==> src/rtl/sr_latch_pkg.sv <==
// sr_latch_pkg: FSM states, latch op encodings and counter sizing for sr_latch_ctrl
package sr_latch_pkg;
    typedef enum logic [1:0] {IDLE, PULSE, SETTLE, CHECK} state_t;
    localparam logic OP_SET = 1'b1;
    localparam logic OP_CLR = 1'b0;
    function automatic int cnt_w(input int n);
        return (n <= 2) ? 1 : $clog2(n);
    endfunction
endpackage

==> src/rtl/sr_latch_ctrl_sync2.sv <==
// sync2: two-flop synchronizer for one asynchronous latch feedback bit
module sync2 (
    input  logic clk,
    input  logic rst_n,
    input  logic d,
    output logic q
);
    logic m;
    always_ff @(posedge clk or negedge rst_n)
        if (!rst_n) begin
            m <= 1'b0;
            q <= 1'b0;
        end else begin
            m <= d;
            q <= m;
        end
endmodule

==> src/rtl/sr_latch_ctrl.sv <==
// sr_latch_ctrl: round-robin shared NAND SR latch sequencer; SR_LATCH_CTRL_SKIP_REDUNDANT_EN skips pulses already satisfied
module sr_latch_ctrl
    import sr_latch_pkg::*;
#(
    parameter int NREQ       = 2,
    parameter int PULSE_CYC  = 2,
    parameter int SETTLE_CYC = 3
) (
    input  logic            clk,
    input  logic            rst_n,
    input  logic [NREQ-1:0] req,
    input  logic [NREQ-1:0] op,
    output logic [NREQ-1:0] ack,
    output logic            err,
    output logic            err_sticky,
    output logic            busy,
    output logic            s_n,
    output logic            r_n,
    input  logic            q_fb,
    input  logic            qbar_fb
);
    localparam int IW = NREQ > 1 ? $clog2(NREQ) : 1;
    localparam int CW = cnt_w(PULSE_CYC > SETTLE_CYC ? PULSE_CYC : SETTLE_CYC);

    state_t          state, state_d;
    logic [IW-1:0]   rr, rr_d, grant, grant_d, pick;
    logic [CW-1:0]   cnt, cnt_d;
    logic [NREQ-1:0] ack_d;
    logic            op_r, op_d, err_d, q_s, qb_s, hit, pass;

    sync2 u_sync_q  (.clk(clk), .rst_n(rst_n), .d(q_fb),    .q(q_s));
    sync2 u_sync_qb (.clk(clk), .rst_n(rst_n), .d(qbar_fb), .q(qb_s));

    always_comb begin
        hit  = 1'b0;
        pick = '0;
        for (int i = 0; i < NREQ; i++)
            if (!hit && req[(int'(rr) + i) % NREQ]) begin
                hit  = 1'b1;
                pick = IW'((int'(rr) + i) % NREQ);
            end
    end

    assign pass = (q_s == op_r) && (qb_s == ~op_r);

    always_comb begin
        state_d = state;
        cnt_d   = cnt;
        grant_d = grant;
        op_d    = op_r;
        rr_d    = rr;
        ack_d   = '0;
        err_d   = 1'b0;
        case (state)
            IDLE:
                if (hit) begin
                    grant_d = pick;
                    op_d    = op[pick];
                    cnt_d   = '0;
`ifdef SR_LATCH_CTRL_SKIP_REDUNDANT_EN
                    state_d = (q_s == op[pick] && qb_s == ~op[pick]) ? CHECK : PULSE;
`else
                    state_d = PULSE;
`endif
                end
            PULSE: begin
                cnt_d   = (cnt == CW'(PULSE_CYC - 1)) ? '0 : cnt + 1'b1;
                state_d = (cnt == CW'(PULSE_CYC - 1)) ? SETTLE : PULSE;
            end
            SETTLE: begin
                cnt_d   = (cnt == CW'(SETTLE_CYC - 1)) ? '0 : cnt + 1'b1;
                state_d = (cnt == CW'(SETTLE_CYC - 1)) ? CHECK : SETTLE;
            end
            CHECK: begin
                state_d      = IDLE;
                ack_d[grant] = 1'b1;
                err_d        = !pass;
                rr_d         = IW'((int'(grant) + 1) % NREQ);
            end
            default: state_d = IDLE;
        endcase
    end

    // latch drives come from the next state so only one of s_n/r_n can ever be low
    always_ff @(posedge clk or negedge rst_n)
        if (!rst_n) begin
            state      <= IDLE;
            cnt        <= '0;
            grant      <= '0;
            op_r       <= OP_CLR;
            rr         <= '0;
            ack        <= '0;
            err        <= 1'b0;
            err_sticky <= 1'b0;
            busy       <= 1'b0;
            s_n        <= 1'b1;
            r_n        <= 1'b1;
        end else begin
            state      <= state_d;
            cnt        <= cnt_d;
            grant      <= grant_d;
            op_r       <= op_d;
            rr         <= rr_d;
            ack        <= ack_d;
            err        <= err_d;
            err_sticky <= err_sticky | err_d;
            busy       <= state_d != IDLE;
            s_n        <= !(state_d == PULSE && op_d == OP_SET);
            r_n        <= !(state_d == PULSE && op_d == OP_CLR);
        end
endmodule

==> config.mk <==
export PLATFORM = sky130hd
export DESIGN_NAME = sr_latch_ctrl
export DESIGN_NICKNAME = d
export VERILOG_FILES = /design/src/rtl/sr_latch_pkg.sv /design/src/rtl/sr_latch_ctrl_sync2.sv /design/src/rtl/sr_latch_ctrl.sv
export SDC_FILE = /design/constraint.sdc
export NUM_CORES = 1
export LEC_CHECK = 0
export CORE_ASPECT_RATIO = 1.1
export CORE_MARGIN = 2
export CORE_UTILIZATION = 45
export DETAILED_ROUTE_END_ITERATION = 10
export GPL_ROUTABILITY_DRIVEN = 0
export GPL_TIMING_DRIVEN = 0
export PLACE_DENSITY = 0.74
export SYNTH_ARGS = -nofsm -noshare
export SYNTH_HDL_FRONTEND = slang
export SYNTH_SLANG_ARGS = --single-unit
==> constraint.sdc <==
create_clock -name clk -period 2.23 [get_ports clk]
set_input_delay 0.223 -clock clk [delete_from_list [all_inputs] [get_ports clk]]
set_output_delay 0.223 -clock clk [all_outputs]
set_load 0.03 [all_outputs]
==> results.sh, run 1 <==
export IMPL_status="completed"
export IMPL_core_area_mm2=0.00160
export IMPL_synth_nets=83
export IMPL_min_period_ps=1700
export IMPL_path_delay_family="buffers and inverters"
export IMPL_initial_utilization_pct=49.2
export IMPL_fmax_ghz=0.589
export IMPL_setup_viol=0
export IMPL_crit_buf_inv=1
export IMPL_synth_seq_cells=18
export IMPL_cp_required_ps=2010
export IMPL_synth_top_area_share_pct=51.0
export IMPL_power_density_mw_per_mm2=1250
export IMPL_hold_viol=0
export IMPL_p_int_w=0.000746
export IMPL_io_buffers=14
export IMPL_drive_gt1_share_pct=11.5
export IMPL_cellLeakagePower_nw=0.445
export IMPL_synthToLayoutAreaGrowth_pct=23.9
export IMPL_cts_buffers=3
export IMPL_final_cells=104
export IMPL_p_comb_share_pct=46.3
export IMPL_cp_end_kind="primary output"
export IMPL_antenna_cells=0
export IMPL_path_cells="clkdlybuf4s50_1"
export IMPL_remaining_drc_errors=0
export IMPL_ioPinCount=15
export IMPL_power_frac_seq_pct=40.3
export IMPL_synth_cells=69
export IMPL_fin_crit_sh_pct=76.1
export IMPL_first_pass_iters=4
export IMPL_vias=550
export IMPL_crit_end="r_n"
export IMPL_die_h_um=47.8
export IMPL_power_switching_w=0.000473
export IMPL_clock_latency_ps=290
export IMPL_dp_hpwl_um=934
export IMPL_dieArea_mm2=0.00209
export IMPL_slowest_delay_ps=660
export IMPL_post_cts_buffers=0
export IMPL_vdd_drop_max_v=0.000890
export IMPL_cts_clk_slew_worst_paths_ps=100
export IMPL_cts_root_buf="clkbuf_4"
export IMPL_p_sw_share_pct=38.8
export IMPL_yosysTopAreaCell="dfrtp_1"
export IMPL_hold_buffers=0
export IMPL_drtAntennaViolNets=0
export IMPL_finalSetupTns_ps=0
export IMPL_cts_resized_gates=0
export IMPL_ys_top_cells_by_area="dfrtp_1 (51%), ha_1 (9.6%), dfstp_2 (6.7%)"
export IMPL_overflow=0
export IMPL_rsz0062_at_grt="false"
export IMPL_avgSynthCellArea_um2=11.4
export IMPL_yosys_warnings=0
export IMPL_drt_vias_per_instance=5.29
export IMPL_nets=102
export IMPL_slew_violations=0
export IMPL_die_x_um=43.8
export IMPL_cp_arrival_ps=1470
export IMPL_drt_iter0_markers=6
export IMPL_placed_cells=100
export IMPL_grt_max_degree=19
export IMPL_wl_um=1210
export IMPL_synth_area_um2=785
export IMPL_grt_first_pass_wirelength_um=1930
export IMPL_crit_start="r_n$_DFF_PN1_"
export IMPL_yosysSeqAreaShare_pct=57.7
export IMPL_maxCapViolations=0
export IMPL_path_max_fanout=1
export IMPL_rr_endpoint="r_n$_DFF_PN1_"
export IMPL_mostFrequentLayoutCells="dfrtp_1 (16), clkdlybuf4s50_1 (14), nand2_1 (9)"
export IMPL_grtUsageTotal_pct=13.2
export IMPL_r2r_cells=6
export IMPL_critPathLaunchType="flip-flop"
export IMPL_worst_slew_pin_transition_ps=733
export IMPL_ys_types=27
export IMPL_crit_cells=1
export IMPL_final_common_cell="dfrtp_1"
export IMPL_max_slew_margin_pct=51.0
export IMPL_worstSetupPathType="reg -> out"
export IMPL_regToRegSetupSlack_ps=650
export IMPL_cts_max_level=1
export IMPL_timing_rr_start="state[1]$_DFF_PN0_"
export IMPL_clockBufferDepth=2
export IMPL_cts_sinks=18
export IMPL_clockPowerShare_pct=13.4
export IMPL_rows=15
export IMPL_grt_pass1_vias=469
export IMPL_antenna_found_initial=0
export IMPL_routedWlPerCell_um=11.6
export IMPL_cts_tree="done"
export IMPL_min_path_type="in -> async"
export IMPL_worst_clock_skew_ps=8.60
export IMPL_cp_slowest_cell="clkdlybuf4s50_1"
## Yosys cell counts
master      n
and2_1      1
nor2_1      6
a22o_4      1
o21a_1      1
inv_1       4
or3_1       1
a21oi_2     1
inv_2       1
nand3_1     2
dfstp_2     2
or2_2       1
a21oi_1     4
o2bb2ai_1   1
o211a_1     1
nor2b_1     1
and2b_2     1
a32o_1      1
o211ai_1    1
and2b_1     1
a31oi_1     1
dfrtp_1    16
mux2i_1     1
nand2_1     9
nand2b_1    1
o21ai_0     2
ha_1        6
nand3b_1    1
## final cells by class
class | instances | area (um^2)
Clock buffer | 4 | 26.3
Fill cell | 135 | 623
Inverter | 5 | 18.8
Multi-Input combinational cell | 46 | 313
Sequential cell | 18 | 453
Tap cell | 17 | 21.3
Timing Repair Buffer | 14 | 140
## stage by stage
stage / hold slack (ps) / power [W] / setup slack, ps / utilization, % / area [um^2]
floorplan: -72.6 / 0.000901 / 822 / - / 785
finish: 358 / 0.00122 / 533 / 60.9 / 972
detailed placement: 337 / 0.00106 / 674 / 59.3 / 946
global route: 351 / 0.00131 / 492 / 60.9 / 972
global placement: 333 / 0.00105 / 688 / 59.3 / 946
CTS: 361 / 0.00123 / 522 / 60.9 / 972
## kinds of logic after synthesis
logic type | synth area share (%)
and+or+nand+nor | 15.5
adders and majority gates | 9.57
DFF | 57.7
AOI/OAI and AO/OA | 13.6
buffers and inverters | 2.39
muxes | 1.28
## power by group through the flow
stage,combinational [W],sequential (W),clock [W]
floorplan,0.000341,0.000560,0
global placement,0.000553,0.000495,0
detailed placement,0.000565,0.000499,0
CTS,0.000569,0.000493,0.000168
global route,0.000622,0.000503,0.000187
finish,0.000565,0.000492,0.000163
## worst min-delay path by stage
stage                          startpoint                    end  slack [ps]  cells past startpoint
floorplan                           rst_n       ack[0]$_DFF_PN0_         -70                      0
global placement    u_sync_qb.m$_DFF_PN0_  u_sync_qb.q$_DFF_PN0_         330                      0
detailed placement   u_sync_q.m$_DFF_PN0_   u_sync_q.q$_DFF_PN0_         340                      0
CTS                  u_sync_q.m$_DFF_PN0_   u_sync_q.q$_DFF_PN0_         360                      0
global route                         q_fb   u_sync_q.m$_DFF_PN0_         350                      1
finish                              rst_n          err$_DFF_PN0_         360                      1
## layer usage
layer	routed length, um	vias up	track usage (%)
met5	0	-	0
met4	24	0	7.27
met3	41	5	3.40
met2	614	12	23.2
met1	527	267	14.9
li1	-	266	-
## flip-flops by register name, summed over array words and instances (netlist names)
name and cells:
ack 2, busy 1, cnt 2, err 1, err_sticky 1, grant 1
op_r 1, r_n 1, rr 1, s_n 1, state 2, u_sync_q.m 1
u_sync_q.q 1, u_sync_qb.m 1, u_sync_qb.q 1
No activity file was read; power rests on OpenSTA's default activity.
==> run 2, diff against run 1 <==
--- a/config.mk
+++ b/config.mk
@@ -7,11 +7,11 @@
 export LEC_CHECK = 0
 export CORE_ASPECT_RATIO = 1.1
 export CORE_MARGIN = 2
-export CORE_UTILIZATION = 45
+export CORE_UTILIZATION = 44
 export DETAILED_ROUTE_END_ITERATION = 10
 export GPL_ROUTABILITY_DRIVEN = 0
 export GPL_TIMING_DRIVEN = 0
-export PLACE_DENSITY = 0.74
+export PLACE_DENSITY = 0.75
 export SYNTH_ARGS = -nofsm -noshare
 export SYNTH_HDL_FRONTEND = slang
 export SYNTH_SLANG_ARGS = --single-unit
==> constraint.sdc (replaced) <==
create_clock -name clk -period 1.5 [get_ports clk]
set_input_delay 0.15 -clock clk [delete_from_list [all_inputs] [get_ports clk]]
set_output_delay 0.15 -clock clk [all_outputs]
set_load 0.03 [all_outputs]
==> results.sh, run 2 (same netlist as run 1, synthesis figures left out) <==
export IMPL_status="completed"
export IMPL_timing_hold_ws_ps=295
export IMPL_pre_cts_slack_ps=-34.8
export IMPL_routedWlPerCell_um=12.2
export IMPL_drive_gt1_share_pct=28.0
export IMPL_power_density_mw_per_mm2=1970
export IMPL_path_delay_family="buffers and inverters"
export IMPL_dieArea_mm2=0.00214
export IMPL_hold_viol=0
export IMPL_first_pass_iters=3
export IMPL_rows=16
export IMPL_path_max_fanout=1
export IMPL_cellLeakagePower_nw=0.471
export IMPL_top_regs="ack: 2 flops, cnt: 2 flops, state: 2 flops"
export IMPL_place_area_um2=947
export IMPL_antenna_cells=0
export IMPL_cts_root_buf="clkbuf_4"
export IMPL_grt_first_pass_wirelength_um=2250
export IMPL_clockPowerShare_pct=11.2
export IMPL_worstSetupPathType="reg -> out"
export IMPL_core_area_mm2=0.00172
export IMPL_clockBufferDepth=2
export IMPL_drt_iter0_markers=4
export IMPL_rr_endpoint="r_n$_DFF_PN1_"
export IMPL_vias=580
export IMPL_cp_slowest_cell="clkdlybuf4s50_1"
export IMPL_cp_end_kind="primary output"
export IMPL_wl_met2_um=717
export IMPL_p_int_w=0.00130
export IMPL_wl_met3_um=62
export IMPL_wl_um=1360
export IMPL_drtAntennaViolNets=0
export IMPL_final_cells=111
export IMPL_max_slew_margin_pct=50.2
export IMPL_power_total_w=0.00212
export IMPL_postLayoutCellArea_mm2=0.00108
export IMPL_min_path_type="in -> async"
export IMPL_drt_vias_per_instance=5.23
export IMPL_nets=108
export IMPL_setup_viol=0
export IMPL_antenna_found_initial=0
export IMPL_grt_max_degree=19
export IMPL_p_sw_share_pct=38.7
export IMPL_cts_max_level=1
export IMPL_cp_required_ps=1350
export IMPL_placed_cells=101
export IMPL_cts_sinks=18
export IMPL_slew_violations=0
export IMPL_power_frac_seq_pct=35.1
export IMPL_synthToLayoutAreaGrowth_pct=37.3
export IMPL_power_switching_w=0.000820
export IMPL_grtUsageTotal_pct=15.2
export IMPL_critPathLaunchType="flip-flop"
export IMPL_rsz0062_at_grt="true"
export IMPL_top_layer="met3"
export IMPL_io_buffers=14
export IMPL_clock_latency_ps=290
export IMPL_remaining_drc_errors=0
export IMPL_regToRegSetupSlack_ps=90
export IMPL_cts_clk_slew_worst_paths_ps=100
export IMPL_crit_start="ack[1]$_DFF_PN0_"
export IMPL_worst_clock_skew_ps=9.59
export IMPL_fill_cells=140
export IMPL_crit_buf_inv=1
export IMPL_initial_utilization_pct=45.6
export IMPL_mostFrequentLayoutCells="dfrtp_1 (15), clkdlybuf4s50_1 (11), nand2_1 (9)"
export IMPL_worst_slew_pin_transition_ps=745
export IMPL_vdd_drop_max_v=0.00109
export IMPL_p_comb_share_pct=53.7
export IMPL_cts_buffers=3
export IMPL_timing_rr_start="state[1]$_DFF_PN0_"
export IMPL_dp_hpwl_um=983
export IMPL_wl_met1_um=576
export IMPL_fmax_ghz=0.696
export IMPL_r2r_cells=6
export IMPL_maxCapViolations=0
export IMPL_layout_setup_ws_ps=63.0
export IMPL_slowest_delay_ps=660
export IMPL_grt_pass1_vias=535
export IMPL_die_h_um=48.3
export IMPL_path_cells="clkdlybuf4s50_1"
export IMPL_cp_arrival_ps=1290
export IMPL_fin_crit_sh_pct=95.8
export IMPL_cts_tree="done"
export IMPL_overflow=0
export IMPL_die_x_um=44.3
export IMPL_final_common_cell="dfrtp_1"
export IMPL_min_period_ps=1440
export IMPL_ioPinCount=15
-- run 2: changes by cell type in the layout (fill, tap and decap cells not counted), moves of 2 or more --
cell	previous run	this run
a21oi_2	1	3
clkdlybuf4s50_1	14	11
a21oi_1	4	2
ha_4	0	3
inv_1	4	2
dlygate4sd2_1	0	2
ha_1	6	2
buf_4	0	6
-- run 2: timing repair --
item,4_1_cts,5_1_grt
gates cloned,0,0
resized for setup,5,14
setup endpoints to repair,4,4
hold buffers,0,0
buffers inserted,2,4
pin swaps,0,5
-- run 2: worst max-delay path by stage --
stage | slack (ps) | end | depth (start not counted)
2_1_floorplan | 90 | r_n$_DFF_PN1_ | 6
3_3_place_gp | -20 | r_n$_DFF_PN1_ | 6
3_5_place_dp | -30 | r_n$_DFF_PN1_ | 6
4_1_cts | 5 | err_sticky | 1
5_1_grt | -30 | r_n$_DFF_PN1_ | 6
6_report | 60 | ack[1] | 1
-- run 2: stage by stage --
stage	util, %	setup TNS (ps)
after floorplan	-	0
after global placement	55.0	-22.0
after detailed placement	55.0	-66.7
after CTS	57.6	0
after global routing	62.6	-31.8
final	62.6	0
-- run 2: layer usage --
metal | track usage (%) | vias up
li1 | - | 280
met4 | 7.27 | 0
met3 | 4.81 | 0
met5 | 0 | -
met1 | 17.9 | 287
met2 | 25.9 | 13
-- run 2: power by group through the flow --
| stage | logic, W | registers, W | clock network, W |
|---|---|---|---|
| 2_1_floorplan | 0.000506 | 0.000832 | 0 |
| 3_3_place_gp | 0.000822 | 0.000742 | 0 |
| 3_5_place_dp | 0.000858 | 0.000745 | 0 |
| 4_1_cts | 0.000908 | 0.000726 | 0.000250 |
| 5_1_grt | 0.00126 | 0.000764 | 0.000269 |
| 6_report | 0.00114 | 0.000745 | 0.000237 |
-- run 2: cell type report --
cell class,instances,area (um^2),area share [%]
multi-input cells,46,368,34.1
well taps,18,22.5,2.09
inverters,5,21.3,1.97
clock buffers,4,26.3,2.44
repair buffers,20,185,17.2
flip-flops and latches,18,454,42.2
